==> config.mk <==
export PLATFORM = sky130hd
export DESIGN_NAME = pc_nb
export DESIGN_NICKNAME = d
export VERILOG_FILES = /design/src/rtl/pc_nb.sv
export SDC_FILE = /design/constraint.sdc
export NUM_CORES = 1
export LEC_CHECK = 0
export ABC_AREA = 1
export BUFFER_PORTS_ARGS = -buffer_cell sky130_fd_sc_hd__clkbuf_2
export CAP_MARGIN = 20
export CORE_MARGIN = 8
export CORE_UTILIZATION = 51
export DETAILED_ROUTE_END_ITERATION = 10
export PLACE_DENSITY = 0.8
export SLEW_MARGIN = 20
export SYNTH_ARGS = -nofsm -noshare
export SYNTH_HDL_FRONTEND = slang
export SYNTH_SLANG_ARGS = --single-unit
==> constraint.sdc <==
create_clock -name clk_i -period 1.78 [get_ports clk_i]
set_input_delay 0 -clock clk_i [delete_from_list [all_inputs] [get_ports clk_i]]
set_output_delay 0 -clock clk_i [all_outputs]
set_load 0.05 [all_outputs]
==> src/rtl/pc_nb.sv <==
// Hack CPU program counter: load/increment/stall control, sticky jump-to-self
// halt detector, increment-wrap pulse and saturating accepted-cycle counter.
module pc_nb #(
   parameter int D = 16
) (
   input  logic          clk_i,
   input  logic          rst_i,
   input  logic [D-1:0]  i_in,
   input  logic          i_load,
   input  logic          i_inc,
   input  logic          i_stall,
   output logic [D-1:0]  o_out,
   output logic          o_halt,
   output logic          o_wrap,
   output logic [31:0]   o_cycles
);

   logic [D-1:0] pc_q, pc_d;
   logic         pc_en_s;
   logic         halt_q, halt_d;
   logic         wrap_q, wrap_d;
   logic [31:0]  cycles_q, cycles_d;

   // Next-state selection in priority order: stall, halted, load, increment, idle
   always_comb begin
      pc_d     = pc_q;
      pc_en_s  = 1'b0;
      halt_d   = halt_q;
      wrap_d   = 1'b0;
      cycles_d = cycles_q;
      if (i_stall) begin
         pc_en_s = 1'b0;
      end else if (halt_q) begin
         pc_en_s = 1'b0;
      end else begin
         if (cycles_q == 32'hFFFF_FFFF) begin
            cycles_d = cycles_q;
         end else begin
            cycles_d = cycles_q + 32'd1;
         end
         if (i_load) begin
            pc_d    = i_in;
            pc_en_s = 1'b1;
            // Hack end-of-program idiom: unconditional jump to the current address
            if (i_in == pc_q) begin
               halt_d = 1'b1;
            end else begin
               halt_d = halt_q;
            end
         end else if (i_inc) begin
            pc_d    = pc_q + D'(1);
            pc_en_s = 1'b1;
            if (pc_q == {D{1'b1}}) begin
               wrap_d = 1'b1;
            end else begin
               wrap_d = 1'b0;
            end
         end else begin
            pc_en_s = 1'b0;
         end
      end
   end

   // State registers; the PC register is clock-enabled
   always_ff @(posedge clk_i) begin
      if (rst_i) begin
         pc_q     <= {D{1'b0}};
         halt_q   <= 1'b0;
         wrap_q   <= 1'b0;
         cycles_q <= 32'd0;
      end else begin
         if (pc_en_s) begin
            pc_q <= pc_d;
         end
         halt_q   <= halt_d;
         wrap_q   <= wrap_d;
         cycles_q <= cycles_d;
      end
   end

   assign o_out    = pc_q;
   assign o_halt   = halt_q;
   assign o_wrap   = wrap_q;
   assign o_cycles = cycles_q;

endmodule

Word-level counts from Yosys, hierarchy flattened
Cells that the tools add are included.

word-level totals
  bits of input ports = 21
  bits in registers = 50
  output and inout port bits = 50

cells by class
  eq/ne operators = 3
  mux-type cells = 10
  reductions and logical operators = 4
  add/sub/neg operators = 2
  bitwise operators = 4

operators with widths
  operator                 number
  $add A32 B1 Y32 const B  1
  $eq A32 B32 Y1 const B   1
  $mux W16                 2
  $add A16 B1 Y16 const B  1
  $eq A16 B16 Y1           1
  $eq A16 B16 Y1 const B   1
  $mux W1                  8
  $reduce_or A5 Y1         1
  $not A1 Y1               4
  $reduce_and A4 Y1        1
  $reduce_and A3 Y1        1
  $reduce_bool A2 Y1       1

Logic depth before layout (Yosys ltp)
Gate-level depths: netlist (run 1).

  depth after elaboration = 5
  gate-level depth with buffers = 12
  mapped depth without buffers = 10

Worst setup path before layout (run 1)
Ideal clock, no wire load.

  path kind = reg-to-reg
  start = register cycles_q[0], in the netlist o_cycles[0]
  end = register cycles_q[3], in the netlist o_cycles[3]
  slack = -0.407 ns
  stages on the path, launching flop included = 11
  arrival = 2.051 ns
  library setup time = 0.135 ns
  data required time = 1.645 ns
  buffers on the path = 2
  period minus slack after synthesis = 2.187 ns
  cell sequence = dfxtp_1 > ha_1 > buf_2 > inv_2 > nor2_8 > nand2_4 > nor2_8 > nand3_4 > clkbuf_1 > nand3_1 > a21oi_1

between the ends
  word-level cells in the longest chain between the ends = 3
  elaborated cells between the ends (all ways) = 4

ends and longest elaborated chain
  element                                                                  RTL line  text
  start: declaration                                                       22        logic [31:0] cycles_q, cycles_d;
  start signal: assignment                                                 77        cycles_q <= cycles_d;
  parallel branches: the longest is 3 deep, another holds $add A32 B1 Y32  n/a

Several ways; the timed one is not identified.
A chain may end at the register's enable or synchronous reset.

Final worst setup path (run 1)
  start = register cycles_q[9], in the netlist o_cycles[9]
  end = register cycles_q[25], in the netlist o_cycles[25]

The elaborated chain is that of the path after synthesis.

==> metrics.txt, run 1 <==
status complete, no violations; CP dominant cell by count nand2_2; die height 100.4 µm; Max Fclk 586.5 MHz; startpoint types flop; Max Cap Violations 0; Max VDD drop 0.3999 mV; CP bufs+invs 0; Tot GR Track Use 21.67%; EDFF count, synth 0; first-pass GRT wire length 18.15 mm; final wirelength 11.03 mm; DR vias/cell 5.343; crit path time final 1.705 ns; syn_nets 636; R2R depth 8; final setup margin 0.07510 ns; Reg-to-Reg Start o_cycles[9]; Distinct cells, synth 37; reg2reg setup slack 0.08 ns; Leak Pwr 1.772 nW; Cell Area, Placed 4217 µm²; Top-Level Pins 71; Worst path depth 8; largest net degree at the start of global routing 44; capture point of the worst reg-to-reg path o_cycles[25]; CTS tree yes; Worst-path clk slew 0.10 ns; Seq/Total Area, Yosys 27.59%; IO buf count 70; start point of the critical path o_cycles[9]; CP top delay family simple AND/OR/NAND/NOR gates; worst path cell trace nand2_1, nor2_4, nand2_2, nor2_8, nand3_4, nand2_4, nand2_2, a21oi_2; Top Usage Layer GRT met2; post-route cell area 4370 µm²; Layout Skew 0.009079 ns; ys async rst share 0%; clk_lat worst skew 0.31 ns; Post-DRT Antenna Nets 0; met3 GRT Util 3.737%; pwr dens 520.7 nW/µm²; Main synth FF type dfxtp_1; grt met1 use 26.89%; most common cell after layout, fill and taps aside nand2_1; Worst EP required 2.01 ns; Root Buffer clkbuf_8; die width 100.4 µm; nets@finish 723; DRC viols 0; critical path class reg2reg; slew margin rel. 63.14%; Core ar. 6832 µm²; layout cells sized above 1 23.54%; crit path DAT 1.94 ns; synth warn 0; Initial Util 53.11%; DP Wirelength 8.304 mm; Ant. Diodes 0; Synth Register Bits 50; Final period util 95.78%; initial antenna violation count 0; GP Congestion 1.001; final count of hold timing violations 0; number of cell rows 30; type of the tightest min-delay check in2reg; met2 GRT Util 36.72%; Setup crit end o_cycles[25]; 1st-iter DRT viols 349; htree depth 2; CP max stage cell dfxtp_2; worst-margin pin slew 0.5529 ns; Hold WS 0.02632 ns; most frequent cells in the layout nand2_1, nor2_1, clkbuf_2; Synth Cell Area 3628 µm²; Final setup viols 0; total CTS buffers 5; vias 4,258; cell count after synthesis 613; area grow syn2layout 20.45%; post-synthesis area per instance 5.919 µm²; DR pass1 iterations 5; GRT overflow 0; Layout fillers 688; drt wl/cell 13.84 µm; full die area 10,070 µm²; pre-CTS setup slack 0.07659 ns; Slew Limit Fails 0; Max FO, Critical Path 14; Clock Sink Count 50; CP max stage delay 0.40 ns; CTS Buffer Depth 2; Setup crit end kind flop; vias in the first global route 3,933
[power by group]
| group | total (mW) | internal, mW | switching [mW] |
|---|---|---|---|
| registers | 1.18 | 1.14 | 0.0392 |
| logic | 0.419 | 0.127 | 0.291 |
| clock network | 0.674 | 0.279 | 0.395 |
[cell type report]
type	count	area (µm²)	share of cell area [%]
Timing Repair Buffer	95	550.5	12.60
Tap cell	96	120.1	2.748
Inverter	63	236.5	5.411
Multi-Input combinational cell	485	2340	53.54
Clock inverter	1	7.507	0.1718
Clock buffer	7	76.32	1.746
Sequential cell	50	1040	23.79
[Yosys cell counts (4+ instances only)]
library cell / number / share of area, %
a21oi_1: 40 / 5.5
a21oi_2: 10 / 2.4
buf_2: 4 / 0.55
clkbuf_1: 8 / 0.83
dfxtp_1: 50 / 28
inv_1: 59 / 6.1
inv_2: 4 / 0.41
nand2_1: 212 / 22
nand2_2: 9 / 1.6
nand3_1: 52 / 7.2
nand4_1: 12 / 2.1
nor2_1: 83 / 8.6
o21ai_0: 22 / 3.0
xnor2_1: 7 / 1.7
xor2_1: 10 / 2.4
[tightest hold or removal path: cells and delay by family]
kind                   cells  cell delay (ns)
AOI/OAI and AO/OA          2             0.20
buffers and inverters      1             0.10
[stage by stage]
step | TNS, ns | power, mW | instances | utilization [%]
final | 0 | 2.276 | 797 | 63.97
after global routing | -0.02407 | 2.372 | 797 | 63.97
after CTS | 0 | 2.269 | 794 | 63.24
after detailed placement | 0 | 1.614 | 784 | 61.72
after global placement | 0 | 1.605 | 784 | 61.72
after floorplan | 0 | 1.498 | 613 | -
[logic make-up (layout without fill, tap and decap cells)]
group	count (synthesis)	count (layout)	synth area share [%]
and+or+nand+nor	385	386	46.21
AOI/OAI and AO/OA	80	80	12.45
buffers and inverters	79	166	8.965
DFF	50	50	27.59
xor gates and xnor gates	17	17	4.103
adders and majority gates	2	2	0.6895
[sequential cells by signal, summed over array words and instances (netlist names)]
register,count
o_cycles,32
o_halt,1
o_out,16
o_wrap,1
[worst min path at each step]
| stage | from | slack [ns] | cells after the start | end |
|---|---|---|---|---|
| after global placement | i_in[0] | 0.28 | 3 | o_out[0] |
| final | i_in[2] | 0.03 | 3 | o_out[2] |
| after CTS | i_in[2] | 0.02 | 3 | o_out[2] |
| after floorplan | i_inc | 0.16 | 2 | o_wrap |
| after detailed placement | i_in[0] | 0.30 | 3 | o_out[0] |
| after global routing | i_in[6] | 0.06 | 5 | o_out[6] |
[metal layers]
layer  vias up  part of all wire, %
li1       2124                    -
met1      1930                   44
met2       178                   46
met3        26                  8.2
met4         0                  2.3
met5         -                    0
[timing repair]
| item | CTS | global route |
|---|---|---|
| setup endpoints to repair | 0 | 29 |
| gates resized for setup | 0 | 9 |
| hold buffers | 2 | 0 |
| buffers inserted | 0 | 2 |
| endpoints found under the hold margin | 2 | 0 |
Power figures use the tool's default switching activity.
==> inputs of run 2 (changes only) <==
--- a/config.mk
+++ b/config.mk
@@ -9,9 +9,9 @@
 export BUFFER_PORTS_ARGS = -buffer_cell sky130_fd_sc_hd__clkbuf_2
 export CAP_MARGIN = 20
 export CORE_MARGIN = 8
-export CORE_UTILIZATION = 51
+export CORE_UTILIZATION = 42
 export DETAILED_ROUTE_END_ITERATION = 10
-export PLACE_DENSITY = 0.8
+export PLACE_DENSITY = 0.68
 export SLEW_MARGIN = 20
 export SYNTH_ARGS = -nofsm -noshare
 export SYNTH_HDL_FRONTEND = slang
==> constraint.sdc (replaced) <==
create_clock -name clk_i -period 1.78 [get_ports clk_i]
set_input_delay 0 -clock clk_i [delete_from_list [all_inputs] [get_ports clk_i]]
set_output_delay 0 -clock clk_i [all_outputs]
set_load 0.01 [all_outputs]
==> run 2 against run 1 <==
  * Sequential share of layout area down 1.4 points
  * Final area up 3.5%
  * Worst setup slack worse by 0.011 ns
  * Fmax down 0.62%
  * Core utilization down 11 points
==> metrics.txt, run 2 (synthesis results as in run 1) <==
pwr dens 494.4 nW/µm²; Initial Util 42.43%; Max FO, Critical Path 14; Root Buffer clkbuf_8; met2 GRT Util 31.89%; Leak Pwr 1.886 nW; slew margin rel. 62.20%; Tot GR Track Use 19.05%; most common cell after layout, fill and taps aside nand2_1; die width 108.9 µm; worst-margin pin slew 0.5670 ns; Worst EP required 2.01 ns; crit path time final 1.715 ns; full die area 11,870 µm²; register area 1012 µm²; capture point of the worst reg-to-reg path o_cycles[3]; switch share 29.21%; final core occ 52.93%; initial antenna violation count 0; Internal Pwr Total 1.584 mW; total CTS buffers 5; type of the tightest min-delay check in2reg; Slew Limit Fails 0; post-route cell area 4526 µm²; R2R depth 9; final setup margin 0.06451 ns; reg2reg setup slack 0.06 ns; startpoint types flop; pre-CTS setup slack 0.06753 ns; number of cell rows 34; Setup TNS 0 ns; Post-DRT Antenna Nets 0; unrepaired setup endpoints after global routing true; Core ar. 8551 µm²; Max Fclk 582.9 MHz; GP Congestion 0.9307; layout cells sized above 1 22.78%; Layout fillers 879; first-pass GRT wire length 18.46 mm; hold path cells 3; Reg-to-Reg Start o_cycles[1]; DP Wirelength 8.793 mm; die height 108.9 µm; grt met1 use 25.10%; CTS tree yes; Max VDD drop 0.2844 mV; combinational power share 15.1%; DP Cell Count 813; vias in the first global route 3,889; DR pass1 iterations 5; start point of the critical path o_cycles[1]; IO buf count 70; vias 4,283; sequential share of power 52.9%; 1st-iter DRT viols 289; critical path class reg2reg; Cell Area, Placed 4313 µm²; DR vias/cell 5.173; GRT overflow 0; max FFs per register 32; final count of hold timing violations 0; Setup crit end kind flop; Top-Level Pins 71; htree depth 2; Clock Sink Count 50; Final period util 96.38%; Worst Hold End o_out[2]; area grow syn2layout 24.72%; area occupied by multi-input gates 2344 µm²; met3 GRT Util 2.955%; Clock power frac 32.0%; Ant. Diodes 0; Layout Cells excl Fill 828; Final setup viols 0; DRC viols 0; final wirelength 11.66 mm; status complete, no violations; nets@finish 742; Switch Pwr 0.6536 mW; clk_lat worst skew 0.31 ns; Max Cap Violations 0; Top Usage Layer GRT met2; drt wl/cell 14.08 µm; Worst-path clk slew 0.10 ns; largest net degree at the start of global routing 44; CTS Buffer Depth 2; Layout Skew 0.009383 ns; min-delay src i_in[2]; crit path DAT 1.95 ns; most frequent cells in the layout nand2_1, nor2_1, clkbuf_2
## run 2: repair_timing
item / 4_1_cts / 5_1_grt
endpoints found under the hold margin: 2 / 0
gates resized for setup: 0 / 14
setup buffers: 0 / 2
hold buffers: 2 / 0
setup endpoints to repair: 0 / 29
## run 2: per-stage QoR
stage | hold slack, ns | power (mW)
finish | 0.01986 | 2.238
global route | 0.06262 | 2.343
CTS | 0.01987 | 2.253
detailed placement | 0.3039 | 1.534
global placement | 0.2921 | 1.527
floorplan | 0.1593 | 1.414
## run 2: final cells by class
type	instances	area share [%]
Multi-Input combinational cell	486	51.78
Inverter	63	5.225
Clock inverter	1	0.1106
Clock buffer	7	1.908
Sequential cell	50	22.37
Tap cell	108	2.986
Timing Repair Buffer	113	15.62
## run 2: power groups by stage
stage | registers, mW | logic [mW] | clock network (mW)
after CTS | 1.18 | 0.331 | 0.740
after global routing | 1.19 | 0.376 | 0.778
final | 1.18 | 0.338 | 0.716
after global placement | 1.21 | 0.321 | 0
after floorplan | 1.22 | 0.194 | 0
after detailed placement | 1.21 | 0.326 | 0
## run 2: per-layer routing
layer	wire (µm)	vias to the layer above
li1	-	2167
met1	5367	1933
met2	5314	169
met3	813	14
met4	161	0
met5	0	-
## run 2: how the worst max path moves through the flow
stage,end,cells after the start
after CTS,o_cycles[23],9
after global routing,o_cycles[3],8
final,o_cycles[3],9
after floorplan,o_cycles[25],11
after global placement,o_cycles[16],8
after detailed placement,o_cycles[23],9
## run 2: critical path, stage by stage, from the launching register on
cell and delay [ns]:
dfxtp_4 0.38, ha_2 0.19, inv_2 0.07, nor2_8 0.12, nand2_4 0.09, nor2_8 0.12
nand3_4 0.23, nand2_8 0.24, nand2_1 0.08, a21oi_1 0.13
==> inputs of run 3 (changes only) <==
--- a/config.mk
+++ b/config.mk
@@ -8,9 +8,12 @@
 export ABC_AREA = 1
 export BUFFER_PORTS_ARGS = -buffer_cell sky130_fd_sc_hd__clkbuf_2
 export CAP_MARGIN = 20
+export CORE_ASPECT_RATIO = 1.75
 export CORE_MARGIN = 8
 export CORE_UTILIZATION = 42
+export CTS_BUF_LIST = sky130_fd_sc_hd__clkbuf_16
 export DETAILED_ROUTE_END_ITERATION = 10
+export MAX_ROUTING_LAYER = met4
 export PLACE_DENSITY = 0.68
 export SLEW_MARGIN = 20
 export SYNTH_ARGS = -nofsm -noshare
==> run 3 against run 2 <==
  * Flip-flop and latch count did not move
  * Wire length is 6.9% higher
  * Clock-buffer cell count decreased by 2
  * Clock skew is 0.0032 ns lower
  * Non-clock buffer count increased by 5
  * Critical path depth is the same
  * Fmax is 3.6% higher
  * Critical path type unchanged
==> metrics.txt, run 3 (synthesis results as in run 1) <==
met2 GRT Util 37.34%; Top Usage Layer GRT met2; CP max stage delay 0.37 ns; grt met1 use 20.22%; CTS tree yes; Slew Limit Fails 0; full die area 11,990 µm²; Layout fillers 905; pwr dens 569.7 nW/µm²; vias in the first global route 3,950; Final Total Pwr 2.619 mW; met3 GRT Util 3.442%; CP max stage cell dfxtp_2; GRT overflow 0; clk_lat worst skew 0.30 ns; Max VDD drop 0.3543 mV; Setup TNS 0 ns; die height 139.0 µm; Layout Skew 0.006180 ns; Hold WS 0.01030 ns; CP dominant cell by count nor2_8; sequential share of power 45.3%; nets@finish 746; vias 4,294; Post-DRT Antenna Nets 0; crit path DAT 1.82 ns; area grow syn2layout 26.72%; CP bufs+invs 2; DRC viols 0; switch share 26.84%; slew margin rel. 62.96%; die width 86.26 µm; worst path cell trace ha_1, inv_2, nor2_8, nand2_4, nor2_8, nand3_4, buf_6, nand3_1, a21oi_2; layout cells sized above 1 22.96%; Top-Level Pins 71; Switch Pwr 0.7029 mW; largest net degree at the start of global routing 44; Clock power frac 42.2%; htree depth 2; 1st-iter DRT viols 230; Final setup viols 0; final wirelength 12.46 mm; Max Fclk 604.1 MHz; Worst-path clk slew 0.07 ns; total CTS buffers 5; max FFs per register 32; DP Wirelength 9.544 mm; post-route cell area 4598 µm²; most frequent cells in the layout nand2_1, nor2_1, clkbuf_2; IO buf count 70; DR pass1 iterations 4; first-pass GRT wire length 19.40 mm; combinational power share 12.5%; Core ar. 8558 µm²; startpoint types flop; final count of hold timing violations 0; status complete, no violations; Final period util 93.00%; Max Cap Violations 0; Initial Util 42.40%; worst-margin pin slew 0.5556 ns; Internal Pwr Total 1.916 mW; unrepaired setup endpoints after global routing false; GP Congestion 0.9905; Tot GR Track Use 20.99%; Worst EP required 1.94 ns; Leak Pwr 1.930 nW; Cell Area, Placed 4384 µm²; Clock Sink Count 50; CTS Buffer Depth 2; critical path class reg2reg; Ant. Diodes 0; Max FO, Critical Path 12; initial antenna violation count 0; drt wl/cell 14.83 µm; Setup crit end kind flop; type of the tightest min-delay check in2reg; CP top delay family simple AND/OR/NAND/NOR gates; crit path time final 1.655 ns; DR vias/cell 5.112; number of cell rows 45; final core occ 53.73%; most common cell after layout, fill and taps aside nand2_1; Root Buffer clkbuf_16
==> run 3: cell types whose count changed in the layout (fill, tap and decap cells not counted), moves of 2 or more <==
cell	before	now
buf_4	38	46
clkbuf_8	6	0
clkbuf_16	1	5
dfxtp_1	43	45
==> run 3: worst paths after layout <==
check / from / endpoint / slack (ns) / cells after the start
setup / recovery: o_cycles[1] / o_cycles[14] / 0.12 / 9
hold / removal: i_inc / o_wrap / 0.01 / 3
setup reg to reg: o_cycles[1] / o_cycles[14] / 0.12 / 9
hold reg to reg: o_halt / o_halt / 0.49 / 2
==> run 3: metal layers <==
layer	routed length (µm)	vias to the layer above
li1	-	2172
met1	4534	1957
met2	6673	134
met3	615	31
met4	632	0
met5	0	-
==> run 3: layout make-up <==
class	instances	area, µm²	share of cell area [%]
flip-flops and latches	50	1007	21.90
multi-input cells	485	2332	50.72
clock buffers	5	125.1	2.721
well taps	117	146.4	3.184
repair buffers	118	716.9	15.59
inverters	63	236.5	5.143
clock inverters	2	33.78	0.7347
==> run 3: per-stage QoR <==
step,setup slack (ns),cells
finish,0.1246,840
global route,0.001131,840
CTS,0.05092,838
detailed placement,0.05747,830
global placement,0.1143,830
floorplan,0.02764,613
==> run 3: power by group through the flow <==
stage	logic (mW)	registers (mW)	clock network (mW)
final	0.326	1.19	1.11
after global routing	0.363	1.19	1.17
after CTS	0.326	1.19	1.13
after detailed placement	0.323	1.21	0
after global placement	0.318	1.21	0
after floorplan	0.194	1.22	0
==> run 3: tightest hold or removal path, stage by stage <==
cell	delay [ns]
clkbuf_2	0.11
nand4_1	0.09
nor4_1	0.06
==> run 3: what timing repair did <==
item	4_1_cts	5_1_grt
hold endpoints to repair	1	0
buffers inserted	0	1
endpoints found under the setup margin	0	19
hold buffers	1	0
gates resized for setup	0	9
